[src/rtl/ring_pkg.sv]
// Shared constants and the routing rule for the bidirectional ring router node.
package ring_pkg;
    localparam int CW    = 0;
    localparam int CCW   = 1;
    localparam int PE    = 2;
    localparam int NPORT = 3;

    localparam int DATA_W_DEF  = 64;
    localparam int HOP_W_DEF   = 8;
    localparam int HOP_LSB_DEF = 48;
    localparam int DIR_BIT_DEF = 62;
    localparam int VC_BIT_DEF  = 63;

    // Exhausted hop count ejects locally; otherwise the direction bit picks the ring side.
    function automatic logic [1:0] route(input logic hop_zero, input logic dir);
        if (hop_zero) begin
            return 2'(PE);
        end
        return dir ? 2'(CCW) : 2'(CW);
    endfunction
endpackage

[src/rtl/rr_arb3.sv]
// Three-requester round-robin arbiter; the pointer advances past the winner only on a grant.
module rr_arb3 (
    input  logic       clk,
    input  logic       rst,
    input  logic [2:0] req,
    input  logic       en,
    output logic [2:0] gnt
);
    logic [1:0] ptr;
    logic [2:0] pick;

    always_comb begin
        pick = 3'b000;
        case (ptr)
            2'd0:    pick = req[0] ? 3'b001 : req[1] ? 3'b010 : req[2] ? 3'b100 : 3'b000;
            2'd1:    pick = req[1] ? 3'b010 : req[2] ? 3'b100 : req[0] ? 3'b001 : 3'b000;
            default: pick = req[2] ? 3'b100 : req[0] ? 3'b001 : req[1] ? 3'b010 : 3'b000;
        endcase
        gnt = en ? pick : 3'b000;
    end

    always_ff @(posedge clk) begin
        if (rst) begin
            ptr <= 2'd0;
        end else if (|gnt) begin
            ptr <= gnt[0] ? 2'd1 : gnt[1] ? 2'd2 : 2'd0;
        end
    end
endmodule

[src/rtl/ring_router_vc.sv]
// Ring router node: cw/ccw/pe inputs with two phase-alternating banks each, per-output
// round-robin arbitration into a one-entry output buffer, hop-count routing and PE loopback.
module ring_router_vc
    import ring_pkg::*;
#(
    parameter int DATA_W  = DATA_W_DEF,
    parameter int HOP_W   = HOP_W_DEF,
    parameter int HOP_LSB = HOP_LSB_DEF,
    parameter int DIR_BIT = DIR_BIT_DEF,
    parameter int VC_BIT  = VC_BIT_DEF
) (
    input  logic              CLK,
    input  logic              RST,
    output logic              polarity,
    input  logic              cwsi,
    output logic              cwri,
    input  logic [DATA_W-1:0] cwdi,
    input  logic              ccwsi,
    output logic              ccwri,
    input  logic [DATA_W-1:0] ccwdi,
    input  logic              pesi,
    output logic              peri,
    input  logic [DATA_W-1:0] pedi,
    output logic              cwso,
    input  logic              cwro,
    output logic [DATA_W-1:0] cwdo,
    output logic              ccwso,
    input  logic              ccwro,
    output logic [DATA_W-1:0] ccwdo,
    output logic              peso,
    input  logic              pero,
    output logic [DATA_W-1:0] pedo
);
    // Link handshake: a beat transfers at the clock edge where send and ready are both high;
    // ready depends on state only, and send/data stay put until that edge.
    logic [NPORT-1:0]  si, ri, ro, free, taken;
    logic [DATA_W-1:0] di [NPORT];
    logic [DATA_W-1:0] cap [NPORT];
    logic [1:0]        dest [NPORT];
    logic [1:0]        ibuf_valid [NPORT];
    logic [DATA_W-1:0] ibuf_data [NPORT][2];
    logic [NPORT-1:0]  obuf_valid;
    logic [DATA_W-1:0] obuf_data [NPORT];
    logic [NPORT-1:0]  req [NPORT];
    logic [NPORT-1:0]  gnt [NPORT];
    logic [DATA_W-1:0] win_data [NPORT];

    assign si = {pesi, ccwsi, cwsi};
    assign ro = {pero, ccwro, cwro};
    assign di[CW]  = cwdi;
    assign di[CCW] = ccwdi;
    assign di[PE]  = pedi;

    assign cwri  = ri[CW];
    assign ccwri = ri[CCW];
    assign peri  = ri[PE];
    assign cwso  = obuf_valid[CW];
    assign ccwso = obuf_valid[CCW];
    assign peso  = obuf_valid[PE];
    assign cwdo  = obuf_data[CW];
    assign ccwdo = obuf_data[CCW];
    assign pedo  = obuf_data[PE];

    // The bank matching the phase receives; the opposite bank competes for outputs.
    always_comb begin
        for (int x = 0; x < NPORT; x++) begin
            ri[x]  = ~ibuf_valid[x][polarity];
            cap[x] = di[x];
            if (x != PE) begin
                cap[x][HOP_LSB +: HOP_W] = di[x][HOP_LSB +: HOP_W] - HOP_W'(1);
            end
            dest[x] = route(ibuf_data[x][~polarity][HOP_LSB +: HOP_W] == '0,
                            ibuf_data[x][~polarity][DIR_BIT]);
        end
    end

    always_comb begin
        for (int o = 0; o < NPORT; o++) begin
            free[o] = ~obuf_valid[o] | ro[o];
            for (int x = 0; x < NPORT; x++) begin
                req[o][x] = ibuf_valid[x][~polarity] && (dest[x] == 2'(o));
            end
        end
    end

    for (genvar o = 0; o < NPORT; o++) begin : g_arb
        rr_arb3 u_arb (
            .clk (CLK),
            .rst (RST),
            .req (req[o]),
            .en  (free[o]),
            .gnt (gnt[o])
        );
    end

    always_comb begin
        taken = '0;
        for (int o = 0; o < NPORT; o++) begin
            win_data[o] = '0;
            for (int x = 0; x < NPORT; x++) begin
                if (gnt[o][x]) begin
                    win_data[o] = ibuf_data[x][~polarity];
                    taken[x]    = 1'b1;
                end
            end
            win_data[o][VC_BIT] = ~polarity;
        end
    end

    always_ff @(posedge CLK) begin
        if (RST) begin
            polarity   <= 1'b0;
            obuf_valid <= '0;
            for (int x = 0; x < NPORT; x++) begin
                ibuf_valid[x]   <= 2'b00;
                ibuf_data[x][0] <= '0;
                ibuf_data[x][1] <= '0;
                obuf_data[x]    <= '0;
            end
        end else begin
            polarity <= ~polarity;
            for (int x = 0; x < NPORT; x++) begin
                if (si[x] && ri[x]) begin
                    ibuf_valid[x][polarity] <= 1'b1;
                    ibuf_data[x][polarity]  <= cap[x];
                end
                if (taken[x]) begin
                    ibuf_valid[x][~polarity] <= 1'b0;
                end
            end
            // A refill takes priority over the drain so a draining slot is reloaded in place.
            for (int o = 0; o < NPORT; o++) begin
                if (|gnt[o]) begin
                    obuf_valid[o] <= 1'b1;
                    obuf_data[o]  <= win_data[o];
                end else if (ro[o]) begin
                    obuf_valid[o] <= 1'b0;
                end
            end
        end
    end
endmodule

[config.mk]
export PLATFORM = sky130hd
export DESIGN_NAME = ring_router_vc
export DESIGN_NICKNAME = d
export VERILOG_FILES = /design/src/rtl/ring_pkg.sv /design/src/rtl/rr_arb3.sv /design/src/rtl/ring_router_vc.sv
export SDC_FILE = /design/constraint.sdc
export NUM_CORES = 1
export LEC_CHECK = 0
export CAP_MARGIN = 20
export CORE_MARGIN = 2
export CORE_UTILIZATION = 54
export CTS_BUF_LIST = sky130_fd_sc_hd__clkbuf_8
export DETAILED_ROUTE_END_ITERATION = 10
export PLACE_DENSITY = 0.78
export SYNTH_ARGS = -nofsm -noshare
export SYNTH_HDL_FRONTEND = slang
export SYNTH_HIERARCHICAL = 1
export SYNTH_SLANG_ARGS = --single-unit
[constraint.sdc]
create_clock -name CLK -period 7 [get_ports CLK]
set_input_delay 1.75 -clock CLK [delete_from_list [all_inputs] [get_ports CLK]]
set_output_delay 1.75 -clock CLK [all_outputs]
set_load 0.02 [all_outputs]
==> impl_metrics.json <==
{
  "dr_wl_met3_mm": 9.38,
  "dp_hpwl_mm": 47.9,
  "crit_start": "polarity",
  "cts_root_buf": "clkbuf_8",
  "synthAdderAreaFrac_pct": 0.0924,
  "r2r_start": "polarity",
  "setup_ws_ns": 1.28,
  "firstDrtPassIters": 6,
  "synth_top_family_by_area": "simple AND/OR/NAND/NOR gates",
  "synthMuxAreaShare_pct": 8.25,
  "worst_slew_pin_slew_ns": 1.23,
  "hold_path_class": "reg2reg",
  "power.leakage_nw": 11.7,
  "ctsHoldBuffers": 0,
  "max_slew_margin_pct": 18.0,
  "io-pin-count": 399,
  "worstSkewPairLatency_ns": 0.69,
  "pre_cts_slack_ns": 1.36,
  "vias": 20000,
  "drt_iter0_drc": 2742,
  "clk_pin_slew_ns": 0.06,
  "cts-resized-gates": 0,
  "die_w_microns": 228,
  "ys_seq_elements": 586,
  "grt_overflow": 0,
  "worstSetupPathType": "reg2reg",
  "skew_ns": 0.0288,
  "die_h_microns": 228,
  "wl_met2_mm": 39.3,
  "hold_viol_final": 0,
  "ys_top_cells_by_area": "edfxtp_1, and2_1, mux2_2",
  "worstReg2RegEnd": "obuf_data[0][185]",
  "cts-htree-levels": 3,
  "ys_warn_count": 6,
  "pwr_density_cell_nw_per_um2": 273,
  "rows": 82,
  "syn_area_sq_um": 27100,
  "ys.flop_type": "edfxtp_1",
  "worstSetupStartpointType": "register",
  "fin_nets": 2642,
  "r2r_slack_ns": 1.28,
  "area_growth_pct": 23.4,
  "synth_compound_area_share_pct": 10.3,
  "syn_inst": 2066,
  "synth_top_area_share_pct": 63.7,
  "clockBufferDepth": 3,
  "wl_met1_mm": 29.4,
  "route.detailed.drc": 0,
  "grt_pass1_vias": 20400,
  "period_minus_slack_ns": 5.72,
  "synth-edff-count": 574,
  "yosysSeqAreaShare_pct": 64.5,
  "drive_above_1_share_pct": 15.2,
  "setup_viol": 0,
  "io_buffers": 395,
  "ff2ff_path_depth": 10,
  "synth_largest_area_cell": "edfxtp_1",
  "yosys.cell_types.count": 57,
  "endpoint": "obuf_data[0][185]",
  "ir_drop_v": 0.000191,
  "post-cts-setup-buffers": 0,
  "p_total_mw": 9.12,
  "numCtsBuffers": 95,
  "required_ns": 7.40,
  "top_layer": "met5",
  "crit_path_end_kind": "register",
  "path_max_fanout": 75,
  "synth_nets": 2268,
  "initial_core_util_pct": 54.3,
  "cts_tree": "done",
  "core_area_sq_um": 49900,
  "cap_violations": 0,
  "syn_avg_cell_area_sq_um": 13.1,
  "slew_violations": 0,
  "grt_pass1_wl_mm": 121,
  "ant_nets": 0,
  "rsz0062_at_grt": "no",
  "track_usage_pct": 31.0,
  "fillers": 3581,
  "synth.top_cells.by_count": "edfxtp_1, and2_1, a21oi_1, mux2_2, nand2_1",
  "viasPerCell": 6.25,
  "finalCritPeriodShare_pct": 81.7,
  "synth.most_common_cell": "edfxtp_1",
  "yosys.area_share.simple_pct": 13.8,
  "status": "finished clean",
  "dieArea_sq_um": 51900,
  "final.setup.tns_ns": 0,
  "place_congestion": 0.847,
  "async_flop_share_pct": 0,
  "antenna_found_initial": 14,
  "grt_max_degree": 76,
  "post-route-util_pct": 67.0,
  "routed_wirelength_mm": 82.0,
  "arrival_ns": 6.12,
  "synth_xor_area_share_pct": 0.194,
  "post_drt_wl_per_cell_microns": 25.7,
  "cts_sinks": 586,
  "fmax_mhz": 175
}
[sequential cells by signal (all words and copies together), names as in the netlist]
register         cells
g_arb.u_arb/ptr      6
obuf_data          192
obuf_valid           3
ibuf_data          378
polarity             1
ibuf_valid           6
[kinds of logic (layout without fill, tap and decap cells)]
| kind of cell | count (synthesis) | after routing |
|---|---|---|
| AOI/OAI and AO/OA | 437 | 437 |
| other | 0 | 8 |
| adders and majority gates | 2 | 2 |
| DFF | 586 | 586 |
| and+or+nand+nor | 675 | 675 |
| muxes | 198 | 198 |
| xor gates and xnor gates | 6 | 6 |
| buffers and inverters | 162 | 609 |
[worst min-delay path by stage]
stage                     slack (ns)                   from  depth (start not counted)               endpoint
after detailed placement        0.52  g_arb[0].u_arb/ptr[0]                          2  g_arb[0].u_arb/ptr[0]
after floorplan                 0.47       ibuf_valid[2][1]                          2       ibuf_valid[2][1]
after global placement          0.51  g_arb[2].u_arb/ptr[0]                          2  g_arb[2].u_arb/ptr[0]
after CTS                       0.53  g_arb[1].u_arb/ptr[0]                          2  g_arb[1].u_arb/ptr[0]
after global routing            0.56  g_arb[0].u_arb/ptr[0]                          2  g_arb[0].u_arb/ptr[0]
final                           0.53  g_arb[0].u_arb/ptr[0]                          2  g_arb[0].u_arb/ptr[0]
[worst max-delay path, stage by stage (launching register included)]
cell	delay (ns)
dfxtp_4	0.69
mux2_2	0.46
nor4b_1	0.83
nor2b_1	0.29
nor2_1	0.08
o211a_4	0.45
buf_12	0.29
nor3_1	0.66
a31o_4	0.84
buf_4	0.54
a21oi_1	0.10
[layout make-up]
cell class | instances | area, sq um | area share, %
antenna | 8 | 20.0 | 0.0599
multi-input combinational | 1318 | 8970 | 26.9
clock inverter | 63 | 300 | 0.899
sequential | 586 | 17500 | 52.3
inverter | 10 | 37.5 | 0.112
timing repair buffer | 429 | 4280 | 12.8
tap | 672 | 841 | 2.52
clock buffer | 107 | 1470 | 4.41
[metal layers]
metal  GRT usage (%)  up-vias
met4            15.7       14
li1                -     8463
met3            7.94      305
met1            38.3     9651
met5               0        -
met2            50.9     1524
[per-stage QoR]
stage          cells  hold slack (ns)  cell area (sq um)
2_1_floorplan   2066            0.471              27100
3_3_place_gp    3010            0.507              31500
3_5_place_dp    3010            0.520              31500
4_1_cts         3180            0.528              33300
5_1_grt         3190            0.558              33400
6_report        3193            0.534              33400
[where the power goes]
part	switching (mW)	internal, mW	total, mW
logic	1.15	0.719	1.87
registers	0.159	4.28	4.44
clock network	1.35	1.46	2.82
[layout by cell type (no fill, tap or decap), drive strengths merged, types with 30 or more instances in the layout]
cell type / Yosys / layout
mux2: 190 / 190
nor2: 39 / 39
inv: 10 / 41
nand2: 186 / 186
buf: 56 / 34
and2: 346 / 346
clkinv: 0 / 30
clkdlybuf4s50: 0 / 395
clkbuf: 96 / 107
a22oi: 180 / 180
edfxtp: 574 / 574
a21oi: 200 / 200
(Power assumes the default switching activity.)
